--- config.mk ---
export PLATFORM = sky130hd
export DESIGN_NAME = rr_mux_arbiter
export DESIGN_NICKNAME = d
export VERILOG_FILES = /design/src/rtl/rr_mux_arbiter.sv
export SDC_FILE = /design/constraint.sdc
export NUM_CORES = 1
export LEC_CHECK = 0
export CAP_MARGIN = 20
export CELL_PAD_IN_SITES_DETAIL_PLACEMENT = 0
export CELL_PAD_IN_SITES_GLOBAL_PLACEMENT = 2
export CORE_MARGIN = 2
export CORE_UTILIZATION = 39
export CTS_CLUSTER_DIAMETER = 80
export CTS_CLUSTER_SIZE = 40
export DETAILED_ROUTE_END_ITERATION = 8
export GPL_TIMING_DRIVEN = 0
export PLACE_DENSITY = 0.95
export SYNTH_ARGS = -nofsm -noshare
export SYNTH_HDL_FRONTEND = slang
export SYNTH_SLANG_ARGS = --single-unit
--- constraint.sdc ---
create_clock -name clk -period 10.6 [get_ports clk]
set_input_delay 2.12 -clock clk [delete_from_list [all_inputs] [get_ports clk]]
set_output_delay 2.12 -clock clk [all_outputs]
set_load 0.02 [all_outputs]
--- src/rtl/rr_mux_arbiter.sv ---
// Round-robin arbiter that owns the select of an N:1 bit mux, holding each owner
// for at most MAX_HOLD cycles before rotating to the next requester.
module rr_mux_arbiter #(
  parameter int n        = 8,
  parameter int MAX_HOLD = 4
) (
  input  logic                 clk,
  input  logic                 rst_n,
  input  logic [n-1:0]         req,
  input  logic                 done,
  input  logic [n-1:0]         I,
  output logic [n-1:0]         grant,
  output logic [$clog2(n)-1:0] sel,
  output logic                 valid,
  output logic                 out
);

  localparam int SW = $clog2(n);
  localparam int HW = (MAX_HOLD > 1) ? $clog2(MAX_HOLD) : 1;

  localparam logic [0:0] IDLE = 1'b0;
  localparam logic [0:0] BUSY = 1'b1;

  // Handshake: req is a level; while valid is high the requester at sel owns the
  // mux and keeps req high until it pulses done (or simply drops req) to let go.
  logic [0:0]    state, nxt_state;
  logic [SW-1:0] ptr, nxt_ptr;
  logic [SW-1:0] nxt_sel;
  logic          nxt_valid;
  logic [HW-1:0] hold_cnt, nxt_hold;
  logic [n-1:0]  one;
  logic [n-1:0]  masked_req;
  logic          release_now;
  logic [SW:0]   pick_idle, pick_rel;

  // Returns {found, index} of the first set bit of r at or after p, wrapping.
  function automatic logic [SW:0] pick(input logic [n-1:0] r, input logic [SW-1:0] p);
    logic [SW:0]   res;
    logic [SW-1:0] idx;
    res = '0;
    for (int i = n - 1; i >= 0; i--) begin
      idx = p + SW'(i);
      if (r[idx]) res = {1'b1, idx};
    end
    return res;
  endfunction

  assign one         = {{(n-1){1'b0}}, 1'b1};
  assign masked_req  = req & ~(one << sel);
  assign release_now = done | ~req[sel] | (hold_cnt == HW'(MAX_HOLD - 1));
  assign pick_idle   = pick(req, ptr);
  assign pick_rel    = pick(masked_req, sel + SW'(1));

  always_comb begin
    nxt_state = state;
    nxt_ptr   = ptr;
    nxt_sel   = sel;
    nxt_valid = valid;
    nxt_hold  = hold_cnt;
    case (state)
      IDLE: begin
        if (pick_idle[SW]) begin
          nxt_state = BUSY;
          nxt_sel   = pick_idle[SW-1:0];
          nxt_valid = 1'b1;
          nxt_hold  = '0;
        end
      end
      default: begin
        if (release_now) begin
          nxt_ptr  = sel + SW'(1);
          nxt_hold = '0;
          if (pick_rel[SW]) begin
            nxt_sel = pick_rel[SW-1:0];
          end else if (req[sel]) begin
            // Sole remaining requester: hand the mux straight back to it.
            nxt_sel = sel;
          end else begin
            nxt_state = IDLE;
            nxt_valid = 1'b0;
          end
        end else begin
          nxt_hold = hold_cnt + HW'(1);
        end
      end
    endcase
  end

  always_ff @(posedge clk or negedge rst_n) begin
    if (!rst_n) begin
      state    <= IDLE;
      ptr      <= '0;
      sel      <= '0;
      valid    <= 1'b0;
      hold_cnt <= '0;
      grant    <= '0;
    end else begin
      state    <= nxt_state;
      ptr      <= nxt_ptr;
      sel      <= nxt_sel;
      valid    <= nxt_valid;
      hold_cnt <= nxt_hold;
      grant    <= nxt_valid ? (one << nxt_sel) : '0;
    end
  end

  assign out = valid & I[sel];

endmodule

## Yosys cells after proc, flatten, opt, wreduce, memory -nomap -nowiden

Cells that the tools add are included.

- Register bits after elaboration: 18
- Memories kept: 0
- Output and inout port bits: 13
- ROM bits: 0
- Bits of input ports: 19
- Bits in writable memories: 0
- Bits in latches: 0

- Bitwise operators: 6
- Shift-type cells: 2
- Muxes and demuxes: 70
- Divide/modulo/power cells: 0
- $mul: 0
- Magnitude comparators: 17
- Equality and inequality tests: 1
- Reduce and logical (&&, ||, !) cells: 2
- Add/sub/neg operators: 16

Operators by type and width:

| operator | count |
|---|---|
| $lt A3 B4 Y1 const B | 17 |
| $mux W4 | 16 |
| $bmux W1 S3 | 18 |
| $mux W1 | 28 |
| $add A3 B3 Y3 const B | 8 |
| $shl A1 B3 Y8 const A | 2 |
| $add A3 B2 Y3 const B | 4 |
| $mux W3 | 4 |
| $add A3 B1 Y3 const B | 3 |
| $and A8 B8 Y8 | 1 |
| $mux W8 | 1 |
| $not A8 Y8 | 1 |
| $mux W2 | 3 |
| $add A2 B1 Y2 const B | 1 |
| $eq A2 B2 Y1 const B | 1 |
| $or A1 B1 Y1 | 2 |
| $reduce_and A2 Y1 | 1 |
| $reduce_bool A2 Y1 | 1 |
| $and A1 B1 Y1 | 1 |
| $not A1 Y1 | 1 |

## Depth between registers and ports, before layout

Gate-level depths: netlist of run 1.

- Depth in word-level cells: 18
- Gate-level depth with buffers: 14
- Depth with buffers taken out: 10

## Least setup slack after synthesis of run 1

Ideal clock, no wire load.

- Path kind: in2out
- From: input port I[1]
- To: output port out
- Arrival time: 2,883 ps
- Slack: 5,597 ps
- Cell stages on the path: 3
- Cells stage by stage: mux4_2 nand2_1 a21boi_0

- Word-level cells in the longest chain between the ends: 3

Ends and longest elaborated chain:

| element | line | text |
|---|---|---|
| start, declared | 11 | `input logic [n-1:0] I,` |
| $bmux W1 S3 | 107 | `assign out = valid & I[sel];` |
| $mux W1 (implied by the code) | 107 |  |
| $and A1 B1 Y1 | 107 |  |
| end, declared | 15 | `output logic out` |

Every way passes these cells. The select of a mux whose other input is x is not followed.

## Worst setup path in the final report of run 1

- From: input port I[2]
- To: output port out

Same word-level chain as after synthesis.

==> results of run 1 <==
[layout make-up]
type | instances | area (um^2)
Sequential cell | 18 | 450.4
Multi-Input combinational cell | 260 | 2215
Timing Repair Buffer | 31 | 310.3
Buffer | 24 | 142.6
Fill cell | 687 | 3830
Inverter | 13 | 48.80
Clock buffer | 4 | 55.05
Tap cell | 99 | 123.9
[layout by cell type (no fill, tap or decap), types with 3 or more instances in the layout]
cell / count
sky130_fd_sc_hd__nand3_1: 7
sky130_fd_sc_hd__o2111ai_1: 3
sky130_fd_sc_hd__and3b_1: 3
sky130_fd_sc_hd__nand3b_1: 3
sky130_fd_sc_hd__o211ai_1: 4
sky130_fd_sc_hd__o22ai_1: 4
sky130_fd_sc_hd__a22oi_1: 5
sky130_fd_sc_hd__a21oi_1: 9
sky130_fd_sc_hd__buf_6: 4
sky130_fd_sc_hd__a31oi_1: 3
sky130_fd_sc_hd__buf_4: 3
sky130_fd_sc_hd__ha_1: 11
sky130_fd_sc_hd__nand2b_1: 5
sky130_fd_sc_hd__nor2b_1: 3
sky130_fd_sc_hd__xor2_1: 4
sky130_fd_sc_hd__nor2_1: 19
sky130_fd_sc_hd__mux2i_1: 27
sky130_fd_sc_hd__inv_1: 12
sky130_fd_sc_hd__mux4_2: 21
sky130_fd_sc_hd__buf_2: 8
sky130_fd_sc_hd__nor4_1: 6
sky130_fd_sc_hd__or3_1: 3
sky130_fd_sc_hd__clkdlybuf4s50_1: 31
sky130_fd_sc_hd__xnor2_1: 3
sky130_fd_sc_hd__a221oi_1: 3
sky130_fd_sc_hd__o21ai_0: 15
sky130_fd_sc_hd__clkbuf_1: 6
sky130_fd_sc_hd__a211oi_1: 6
sky130_fd_sc_hd__clkbuf_8: 4
sky130_fd_sc_hd__nand4_1: 4
sky130_fd_sc_hd__o31ai_1: 5
sky130_fd_sc_hd__mux2_2: 7
sky130_fd_sc_hd__and2_1: 5
sky130_fd_sc_hd__dfrtp_1: 18
sky130_fd_sc_hd__nand2_1: 24
sky130_fd_sc_hd__nor3_1: 11
[cell families after synthesis]
logic type,Yosys count,share of synthesized area [%]
mux,56,29.30
compound gates,80,20.19
xor+xnor,10,3.855
simple gates,103,19.36
fa+ha+maj,11,4.818
flops,18,15.77
buf+inv,37,6.701
[registers in the layout (all words and copies together), names as in the netlist]
| register | cells |
|---|---|
| sel | 3 |
| hold_cnt | 2 |
| ptr | 3 |
| state | 1 |
| valid | 1 |
| grant | 8 |
[worst min-delay path by stage]
stage                                   end                    start  slack [ns]
floorplan           hold_cnt[0]$_DFFE_PN0P_  hold_cnt[0]$_DFFE_PN0P_        0.46
global placement    hold_cnt[1]$_DFFE_PN0P_  hold_cnt[1]$_DFFE_PN0P_        0.48
detailed placement  hold_cnt[1]$_DFFE_PN0P_  hold_cnt[1]$_DFFE_PN0P_        0.49
CTS                 hold_cnt[1]$_DFFE_PN0P_  hold_cnt[1]$_DFFE_PN0P_        0.50
global route        hold_cnt[1]$_DFFE_PN0P_  hold_cnt[1]$_DFFE_PN0P_        0.52
finish              hold_cnt[1]$_DFFE_PN0P_  hold_cnt[1]$_DFFE_PN0P_        0.51
[stage by stage]
step	hold WS, ns	cell area [um^2]	util [%]
2_1_floorplan	0.4623	2856	-
3_3_place_gp	0.4828	3291	45.86
3_5_place_dp	0.4886	3291	45.86
4_1_cts	0.5040	3346	46.63
5_1_grt	0.5221	3346	46.63
6_report	0.5057	3346	46.63
[metal layers]
metal / wire length [um] / part of all wire, % / vias up / global-route usage (%)
li1: - / - / 1290 / -
met1: 3674 / 44 / 1340 / 28.52
met2: 4315 / 51 / 64 / 37.30
met3: 300 / 3.6 / 6 / 1.097
met4: 111 / 1.3 / 0 / 4.749
met5: 0 / 0 / - / 0
[critical path, delay by kind of cell]
family | cells | cell delay (ns)
multiplexers | 1 | 0.47
AND/OR/NAND/NOR | 1 | 0.07
AO/OA/AOI/OAI | 1 | 0.07
buffers and inverters | 2 | 0.96
==> out/summary.log, run 1 <==
[cts] CTS Hold Bufs 0
[min_path] hold-critical path depth 1
[timing] Fmax achieved 172.1 MHz
[floorplanning] width of the die 89.58 um
[synth] top post-synthesis cells by area sky130_fd_sc_hd__mux4_2 17%, sky130_fd_sc_hd__dfrtp_1 16%, sky130_fd_sc_hd__mux2i_1 9.5%
[synth] Synth top area share 16.56%
[grt] vias in the first global route 2514
[finish] Total Nets Final 381
[synth] Yosys warnings 0
[timing] fin worst setup slack 4.790 ns
[routing] Antenna Violating Nets Remaining 0
[cts] clock tree from TritonCTS built
[finish] count of inserted antenna diode cells 0
[synth] number of distinct library cells after synthesis 65
[routing] Routed wire per std cell 18.71 um
[synth] post-synth top area cell sky130_fd_sc_hd__mux4_2
[cts] number of clock sinks seen by CTS 18
[setup_path] critical-path cell list clkdlybuf4s50_1 > mux4_2 > nand2_1 > a21boi_0 > clkdlybuf4s50_1
[setup_path] slowest stage delay, CP 0.55 ns
[grt] wire length of the first global-routing pass 12940 um
[synth] most frequently used flop master after synthesis sky130_fd_sc_hd__dfrtp_1
[setup_path] Critical Path AT 3.69 ns
[timing] actual transition at the worst max-transition pin 0.7775 ns
[setup_path] crit path capture out
[grt] grt total ovfl 0
[synth] Synthesized Nets 345
[synth] sequential-to-total area share from yosys stat 15.77%
[synth] cell with the most instances after synthesis sky130_fd_sc_hd__mux2i_1
[cts] insertion delay to the later sink of the worst-skew pair 0.26 ns
[floorplanning] placeable core region 7176 um^2
[setup_path] data required time of the worst path 8.48 ns
[grt] Overall Global Routing Usage 21.11%
[timing] count of final setup violators 0
[timing] number of hold-slack violations in the final timing report 0
[grt] antenna violations before repair 0
[timing] crit share post-route 54.82%
[cts] maximum count of clock buffers along a single path 2
[synth] Synth async-reset ratio 100.0%
[setup_path] critical path launch point type input port
[floorplanning] count of pins on the block boundary 32
[status] outcome completed
[floorplanning] total die area 8025 um^2
[timing] worst slew margin relative to its limit 48.00%
[cts] clock transition time at the flip-flop clock pins of the worst setup and hold paths 0.07 ns
[cts] total number of H-tree levels 1
[finish] Syn-to-layout area delta 17.13%
[routing] routed wire length 8400 um
[synth] synthesis-stage register bit count 18
[place] DP Worst Slack 4.781 ns
[cts] Post-CTS Resized 0
[timing] Worst Clk Skew 0.005184 ns
[synth] leading cell types by count after synthesis 27 x sky130_fd_sc_hd__mux2i_1, 24 x sky130_fd_sc_hd__nand2_1, 21 x sky130_fd_sc_hd__mux4_2
[routing] Via density 6.013
[floorplanning] Initial Util 39.81%
[synth] post-synthesis average cell area 9.068 um^2
[job] number of maximum-capacitance constraint violations 0
[setup_path] Critical Path End Type output port
[min_path] classification of the worst-slack hold path reg2reg
[floorplanning] Std-Cell Rows 31
[timing] clock period minus final worst setup slack 5.810 ns
[setup_path] Slowest-stage cell, CP sky130_fd_sc_hd__clkdlybuf4s50_1
[place] Detail Placement HPWL 6600 um
[setup_path] cell mode on critical path sky130_fd_sc_hd__clkdlybuf4s50_1
[synth] Post-Synthesis Cell Area 2856 um^2
[finish] share of final-layout standard cells stronger than drive strength 1 18.00%
[timing] setup TNS after final layout 0 ns
[grt] maximum number of pins on one net before global-route repair 19
[cts] number of buffers added for setup after CTS 0
[routing] Vias 2700
[setup_path] beginning of the worst register-to-register path sel[0]$_DFF_PN0_
[synth] Post-Syn Instances 315
[setup_path] Reg2Reg Capture Point grant[7]$_DFF_PN0_
[routing] # DRC 0
[synth] number of enable flip-flop cells after synthesis 0
[setup_path] crit path kind in2out
[place] final estimated routing congestion in global placement 0.9032
[timing] number of pins exceeding their max-slew limit in the final report 0
[setup_path] worst setup path startpoint I[2]
[setup_path] largest fanout on the critical path 1
[routing] drt first-iter violations 178
[routing] First-pass DRT Iterations 4
[setup_path] slack of the worst reg-to-reg path 6.67 ns
[cts] clock root buffer master sky130_fd_sc_hd__clkbuf_8
[setup_path] worst reg-to-reg path cell count 13
[place] Post-Place Cells 445
[floorplanning] floorplan die height 89.58 um
[finish] non-filler instance count after layout 449
[place] # port buffers 31
[timing] RSZ-0062 raised after global routing false
[cts] clock buffer count from CTS 3
Power of run 1 is left out: the tool's default activity adds up to more than one toggle a clock period on the data nets, which glitch-free logic cannot reach.
==> inputs of run 2 (changes only) <==
CORE_UTILIZATION = 32   (was 39)
PLACE_DENSITY = 0.84   (was 0.95)
clock period = 4.7 ns   (was 10.6 ns; I/O delays follow)
==> run 2 against run 1 <==
Compared with the run above: worst hold slack got worse by 0.0084 ns; die area grew 21%; first-iteration DRC count decreased by 27%; non-clock buffer count unchanged; final cell count rose by 2.0%; via count increased by 1.4%; critical endpoint is now grant[5]$_DFF_PN0_; largest cell class unchanged.
==> out/summary.log, run 2 (same netlist as run 1, synthesis figures left out) <==
[status] outcome completed [unchanged]
[routing] Antenna Violating Nets Remaining 0 [unchanged]
[routing] Routed wire per std cell 18.78 um [was 18.71 um]
[place] Detail Placement HPWL 6801 um [was 6600 um]
[place] # port buffers 31 [unchanged]
[cts] CTS Hold Bufs 0 [unchanged]
[routing] First-pass DRT Iterations 5 [was 4]
[min_path] critical hold path startpoint hold_cnt[0]$_DFFE_PN0P_ [was hold_cnt[1]$_DFFE_PN0P_]
[cts] number of buffers added for setup after CTS 0 [unchanged]
[finish] Regs by FF count grant (8), ptr (3), sel (3) [unchanged]
[setup_path] critical path launch point type flip-flop [was input port]
[timing] number of pins exceeding their max-slew limit in the final report 0 [unchanged]
[routing] # DRC 0 [unchanged]
[grt] antenna violations before repair 0 [unchanged]
[timing] count of final setup violators 0 [unchanged]
[timing] number of hold-slack violations in the final timing report 0 [unchanged]
[routing] Vias 2738 [was 2700]
[grt] grt total ovfl 0 [unchanged]
[min_path] hold-critical path depth 1 [unchanged]
[routing] routed wire length 8599 um [was 8400 um]
[setup_path] crit path kind reg2reg [was in2out]
[floorplanning] Std-Cell Rows 34 [was 31]
[finish] fill cell total of the finished layout 877 [was 687]
[cts] clock root buffer master sky130_fd_sc_hd__clkbuf_8 [unchanged]
[place] cell area after placement 3302 um^2 [was 3291 um^2]
[finish] largest register by flop count grant [unchanged]
[routing] Via density 5.978 [was 6.013]
[cts] maximum count of clock buffers along a single path 2 [unchanged]
[finish] commonest cells after routing, fill and taps aside 31 x sky130_fd_sc_hd__clkdlybuf4s50_1, 27 x sky130_fd_sc_hd__mux2i_1, 24 x sky130_fd_sc_hd__nand2_1 [unchanged]
[timing] Worst Clk Skew 0.005329 ns [was 0.005184 ns]
[finish] multi-input logic area 2215 um^2 [unchanged]
[timing] clock period minus final worst setup slack 3.936 ns
[timing] actual transition at the worst max-transition pin 0.7768 ns [was 0.7775 ns]
[timing] setup TNS after final layout 0 ns [unchanged]
[finish] combined flip-flop and latch cell area 450.4 um^2 [unchanged]
[floorplanning] Initial Util 32.92% [was 39.81%]
[floorplanning] total die area 9698 um^2 [was 8025 um^2]
[min_path] sink of the worst hold path hold_cnt[0]$_DFFE_PN0P_ [was hold_cnt[1]$_DFFE_PN0P_]
[finish] most common cell after layout, fill and taps aside sky130_fd_sc_hd__clkdlybuf4s50_1 [unchanged]
[timing] Fmax achieved 254.1 MHz
[setup_path] beginning of the worst register-to-register path sel[0]$_DFF_PN0_ [unchanged]
[timing] crit share post-route 83.74%
[floorplanning] floorplan die height 98.48 um [was 89.58 um]
[timing] RSZ-0062 raised after global routing false [unchanged]
[grt] maximum number of pins on one net before global-route repair 19 [unchanged]
[cts] total number of H-tree levels 1 [unchanged]
[cts] insertion delay to the later sink of the worst-skew pair 0.26 ns [about the same]
[setup_path] Reg2Reg Capture Point grant[5]$_DFF_PN0_ [was grant[7]$_DFF_PN0_]
[floorplanning] placeable core region 8678 um^2 [was 7176 um^2]
[min_path] classification of the worst-slack hold path reg2reg [unchanged]
[setup_path] Critical Path AT 4.13 ns [was 3.69 ns]
[grt] wire length of the first global-routing pass 13960 um [was 12940 um]
[grt] vias in the first global route 2671 [was 2514]
[job] number of maximum-capacitance constraint violations 0 [unchanged]
[cts] clock buffer count from CTS 3 [unchanged]
[setup_path] Critical Path End Type flip-flop [was output port]
[cts] number of clock sinks seen by CTS 18 [unchanged]
[finish] max reg flops 8 [unchanged]
[finish] count of inserted antenna diode cells 0 [unchanged]
[finish] Total Nets Final 381 [unchanged]
[finish] Syn-to-layout area delta 17.52% [was 17.13%]
[floorplanning] width of the die 98.48 um [was 89.58 um]
[setup_path] worst reg-to-reg path cell count 13 [unchanged]
[routing] drt first-iter violations 130 [was 178]
[setup_path] largest fanout on the critical path 10 [was 1]
[timing] worst slew margin relative to its limit 48.05% [was 48.00%]
[setup_path] data required time of the worst path 4.90 ns [was 8.48 ns]
[floorplanning] count of pins on the block boundary 32 [unchanged]
[cts] clock transition time at the flip-flop clock pins of the worst setup and hold paths 0.07 ns [about the same]
[finish] fin area 3357 um^2 [was 3346 um^2]
[grt] Overall Global Routing Usage 17.78% [was 21.11%]
[cts] clock tree from TritonCTS built [unchanged]
[cts] Post-CTS Resized 0 [unchanged]
[setup_path] slack of the worst reg-to-reg path 0.76 ns [was 6.67 ns]
[place] final estimated routing congestion in global placement 0.8520 [was 0.9032]
[finish] share of final-layout standard cells stronger than drive strength 1 18.00% [unchanged]
==> run 2: stage by stage <==
stage,util [%],std cells,setup WS (ns),hold slack (ns)
detailed placement,38.05,454,0.5965,0.4877
global route,38.68,458,0.5063,0.5277
global placement,38.05,454,0.6376,0.4817
floorplan,-,315,1.159,0.4623
CTS,38.68,458,0.7787,0.4984
finish,38.68,458,0.7643,0.4973
==> run 2: worst max path at each step <==
| stage | from | end | slack (ns) | depth (start not counted) |
|---|---|---|---|---|
| detailed placement | req[3] | grant[5]$_DFF_PN0_ | 0.60 | 10 |
| global placement | req[3] | grant[7]$_DFF_PN0_ | 0.64 | 10 |
| CTS | sel[0]$_DFF_PN0_ | grant[5]$_DFF_PN0_ | 0.78 | 13 |
| finish | sel[0]$_DFF_PN0_ | grant[5]$_DFF_PN0_ | 0.76 | 13 |
| floorplan | sel[0]$_DFF_PN0_ | grant[5]$_DFF_PN0_ | 1.16 | 13 |
| global route | sel[0]$_DFF_PN0_ | grant[7]$_DFF_PN0_ | 0.51 | 13 |
==> run 2: final cells by class <==
| class | instances | share of cell area, % |
|---|---|---|
| repair buffers | 31 | 9.243 |
| inverters | 13 | 1.454 |
| multi-input cells | 260 | 65.97 |
| well taps | 108 | 4.025 |
| flip-flops and latches | 18 | 13.42 |
| plain buffers | 24 | 4.249 |
| clock buffers | 4 | 1.640 |
==> run 2: per-layer routing <==
metal  up-vias  wire, um  global-route usage, %
met5         -         0                      0
met4         0        82                  3.899
met3         8       344                  1.560
met2        73      4370                  30.77
met1      1370      3802                  24.34
li1       1287         -                      -
==> run 2: critical path, cell delays in order, from the launching register on <==
cell and delay [ns]:
sky130_fd_sc_hd__dfrtp_1 0.49, sky130_fd_sc_hd__buf_4 0.24, sky130_fd_sc_hd__buf_6 0.17, sky130_fd_sc_hd__inv_2 0.12, sky130_fd_sc_hd__ha_1 0.35, sky130_fd_sc_hd__buf_6 0.18
sky130_fd_sc_hd__xor2_2 0.34, sky130_fd_sc_hd__o211ai_1 0.23, sky130_fd_sc_hd__and2_1 0.23, sky130_fd_sc_hd__o22a_1 0.27, sky130_fd_sc_hd__o21ai_1 0.30, sky130_fd_sc_hd__a2111oi_2 0.11
sky130_fd_sc_hd__or4b_4 0.59, sky130_fd_sc_hd__and3b_1 0.22
Power of run 2 is left out for the same reason.
==> inputs of run 3 (changes only) <==
clock period = 3.6 ns   (was 4.7 ns; I/O delays follow)
==> run 3 against run 2 <==
Compared with the run above: setup slack worse by 0.74 ns; worst hold slack better by 0.0023 ns; non-clock buffer count up 25; critical path depth down 4.
==> out/summary.log, run 3 (same netlist as run 1, synthesis figures left out) <==
[finish] commonest cells after routing, fill and taps aside 31 x sky130_fd_sc_hd__buf_4, 29 x sky130_fd_sc_hd__clkdlybuf4s50_1, 24 x sky130_fd_sc_hd__mux2i_1, 24 x sky130_fd_sc_hd__nand2_1, 21 x sky130_fd_sc_hd__mux4_2 [was 31 x sky130_fd_sc_hd__clkdlybuf4s50_1, 27 x sky130_fd_sc_hd__mux2i_1, 24 x sky130_fd_sc_hd__nand2_1]
[routing] # DRC 0 [unchanged]
[grt] maximum number of pins on one net before global-route repair 19 [unchanged]
[routing] Routed wire per std cell 19.28 um [was 18.78 um]
[min_path] classification of the worst-slack hold path reg2reg [unchanged]
[routing] Vias 2884 [was 2738]
[floorplanning] placeable core region 8678 um^2 [unchanged]
[routing] drt first-iter violations 184 [was 130]
[cts] clock buffer count from CTS 3 [unchanged]
[finish] count of inserted antenna diode cells 0 [unchanged]
[place] # port buffers 31 [unchanged]
[min_path] critical hold path startpoint hold_cnt[0]$_DFFE_PN0P_ [unchanged]
[floorplanning] total die area 9698 um^2 [unchanged]
[timing] actual transition at the worst max-transition pin 0.7759 ns [was 0.7768 ns]
[timing] Worst Clk Skew 0.002800 ns [was 0.005329 ns]
[job] number of maximum-capacitance constraint violations 0 [unchanged]
[place] final estimated routing congestion in global placement 0.8520 [unchanged]
[timing] worst slew margin relative to its limit 48.11% [was 48.05%]
[setup_path] crit path kind in2reg [was reg2reg]
[place] Detail Placement HPWL 6801 um [unchanged]
[cts] maximum count of clock buffers along a single path 2 [unchanged]
[timing] clock period minus final worst setup slack 3.571 ns
[grt] grt total ovfl 0 [unchanged]
[setup_path] critical path launch point type input port [was flip-flop]
[setup_path] slack of the worst reg-to-reg path 0.04 ns [was 0.76 ns]
[setup_path] Reg2Reg Capture Point grant[5]$_DFF_PN0_ [unchanged]
[finish] Regs by FF count grant (8), ptr (3), sel (3) [unchanged]
[timing] setup TNS after final layout 0 ns [unchanged]
[floorplanning] Std-Cell Rows 34 [unchanged]
[finish] Syn-to-layout area delta 35.13% [was 17.52%]
[setup_path] Critical Path AT 3.76 ns [was 4.13 ns]
[finish] Total Nets Final 406 [was 381]
[timing] number of pins exceeding their max-slew limit in the final report 0 [unchanged]
[cts] total number of H-tree levels 1 [unchanged]
[finish] most common cell after layout, fill and taps aside sky130_fd_sc_hd__buf_4 [was sky130_fd_sc_hd__clkdlybuf4s50_1]
[floorplanning] width of the die 98.48 um [unchanged]
[setup_path] worst reg-to-reg path cell count 11 [was 13]
[floorplanning] Initial Util 32.92% [unchanged]
[grt] antenna violations before repair 0 [unchanged]
[grt] wire length of the first global-routing pass 14360 um [was 13960 um]
[floorplanning] count of pins on the block boundary 32 [unchanged]
[cts] insertion delay to the later sink of the worst-skew pair 0.25 ns [was 0.26 ns]
[routing] First-pass DRT Iterations 5 [unchanged]
[timing] number of hold-slack violations in the final timing report 0 [unchanged]
[finish] max reg flops 8 [unchanged]
[setup_path] data required time of the worst path 3.79 ns [was 4.90 ns]
[timing] Fmax achieved 280.0 MHz
[routing] routed wire length 9313 um [was 8599 um]
[timing] count of final setup violators 0 [unchanged]
[setup_path] beginning of the worst register-to-register path ptr[0]$_DFFE_PN0P_ [was sel[0]$_DFF_PN0_]
[min_path] hold-critical path depth 1 [unchanged]
[finish] share of final-layout standard cells stronger than drive strength 1 33.07% [was 18.00%]
[grt] Overall Global Routing Usage 18.32% [was 17.78%]
[routing] Antenna Violating Nets Remaining 0 [unchanged]
[finish] largest register by flop count grant [unchanged]
[cts] clock transition time at the flip-flop clock pins of the worst setup and hold paths 0.07 ns [about the same]
[setup_path] largest fanout on the critical path 10 [unchanged]
[cts] CTS Hold Bufs 0 [unchanged]
[floorplanning] floorplan die height 98.48 um [unchanged]
[timing] worst hold slack across all endpoints 0.4996 ns [was 0.4973 ns]
[cts] clock tree from TritonCTS built [unchanged]
[status] outcome completed [unchanged]
[timing] crit share post-route 99.19%
[setup_path] Critical Path End Type flip-flop [unchanged]
[setup_path] worst setup path startpoint req[0] [was sel[0]$_DFF_PN0_]
[grt] vias in the first global route 2802 [was 2671]
[setup_path] crit path capture grant[5]$_DFF_PN0_ [unchanged]
[cts] clock root buffer master sky130_fd_sc_hd__clkbuf_8 [unchanged]
[routing] Via density 5.971 [was 5.978]
[cts] number of clock sinks seen by CTS 18 [unchanged]
-- run 3: final cells by class --
class	instances	area [um^2]
inverter	13	55.05
fill	838	4818
tap	108	135.1
sequential	18	455.4
timing repair buffer	58	518.0
buffer	22	197.7
clock buffer	4	55.05
multi-input combinational	260	2444
-- run 3: worst min path at each step --
stage	to	slack, ns
final	hold_cnt[0]$_DFFE_PN0P_	0.50
after detailed placement	hold_cnt[0]$_DFFE_PN0P_	0.49
after CTS	hold_cnt[0]$_DFFE_PN0P_	0.50
after global routing	hold_cnt[0]$_DFFE_PN0P_	0.53
after floorplan	grant[0]$_DFF_PN0_	0.42
after global placement	hold_cnt[1]$_DFFE_PN0P_	0.48
-- run 3: repair_timing --
item                                    in CTS  in global routing
pin swaps                                    5                 10
endpoints found under the setup margin       9                  9
setup buffers                                8                 19
resized for setup                           25                 49
hold endpoints to repair                     0                  0
-- run 3: through the flow --
step | setup slack (ns) | utilization (%) | cells | instance area, um^2
2_1_floorplan | 0.05856 | - | 315 | 2856
3_3_place_gp | -0.2924 | 38.05 | 454 | 3302
3_5_place_dp | -0.3090 | 38.05 | 454 | 3302
4_1_cts | 0.01255 | 40.92 | 465 | 3551
5_1_grt | -0.05242 | 44.48 | 483 | 3860
6_report | 0.02916 | 44.48 | 483 | 3860
-- run 3: metal layers --
layer | track usage, % | routed length [um]
met5 | 0 | 0
met4 | 4.426 | 134
met3 | 1.560 | 326
met2 | 32.23 | 4871
met1 | 24.48 | 3982
-- run 3: critical path: stages --
cell	delay, ns
sky130_fd_sc_hd__clkdlybuf4s50_1	0.41
sky130_fd_sc_hd__buf_2	0.19
sky130_fd_sc_hd__mux4_2	0.58
sky130_fd_sc_hd__mux2_4	0.32
sky130_fd_sc_hd__nor4_4	0.29
sky130_fd_sc_hd__o311ai_2	0.14
sky130_fd_sc_hd__a32o_2	0.32
sky130_fd_sc_hd__or4b_4	0.55
sky130_fd_sc_hd__and3b_1	0.23
Power of run 3 is left out for the same reason.
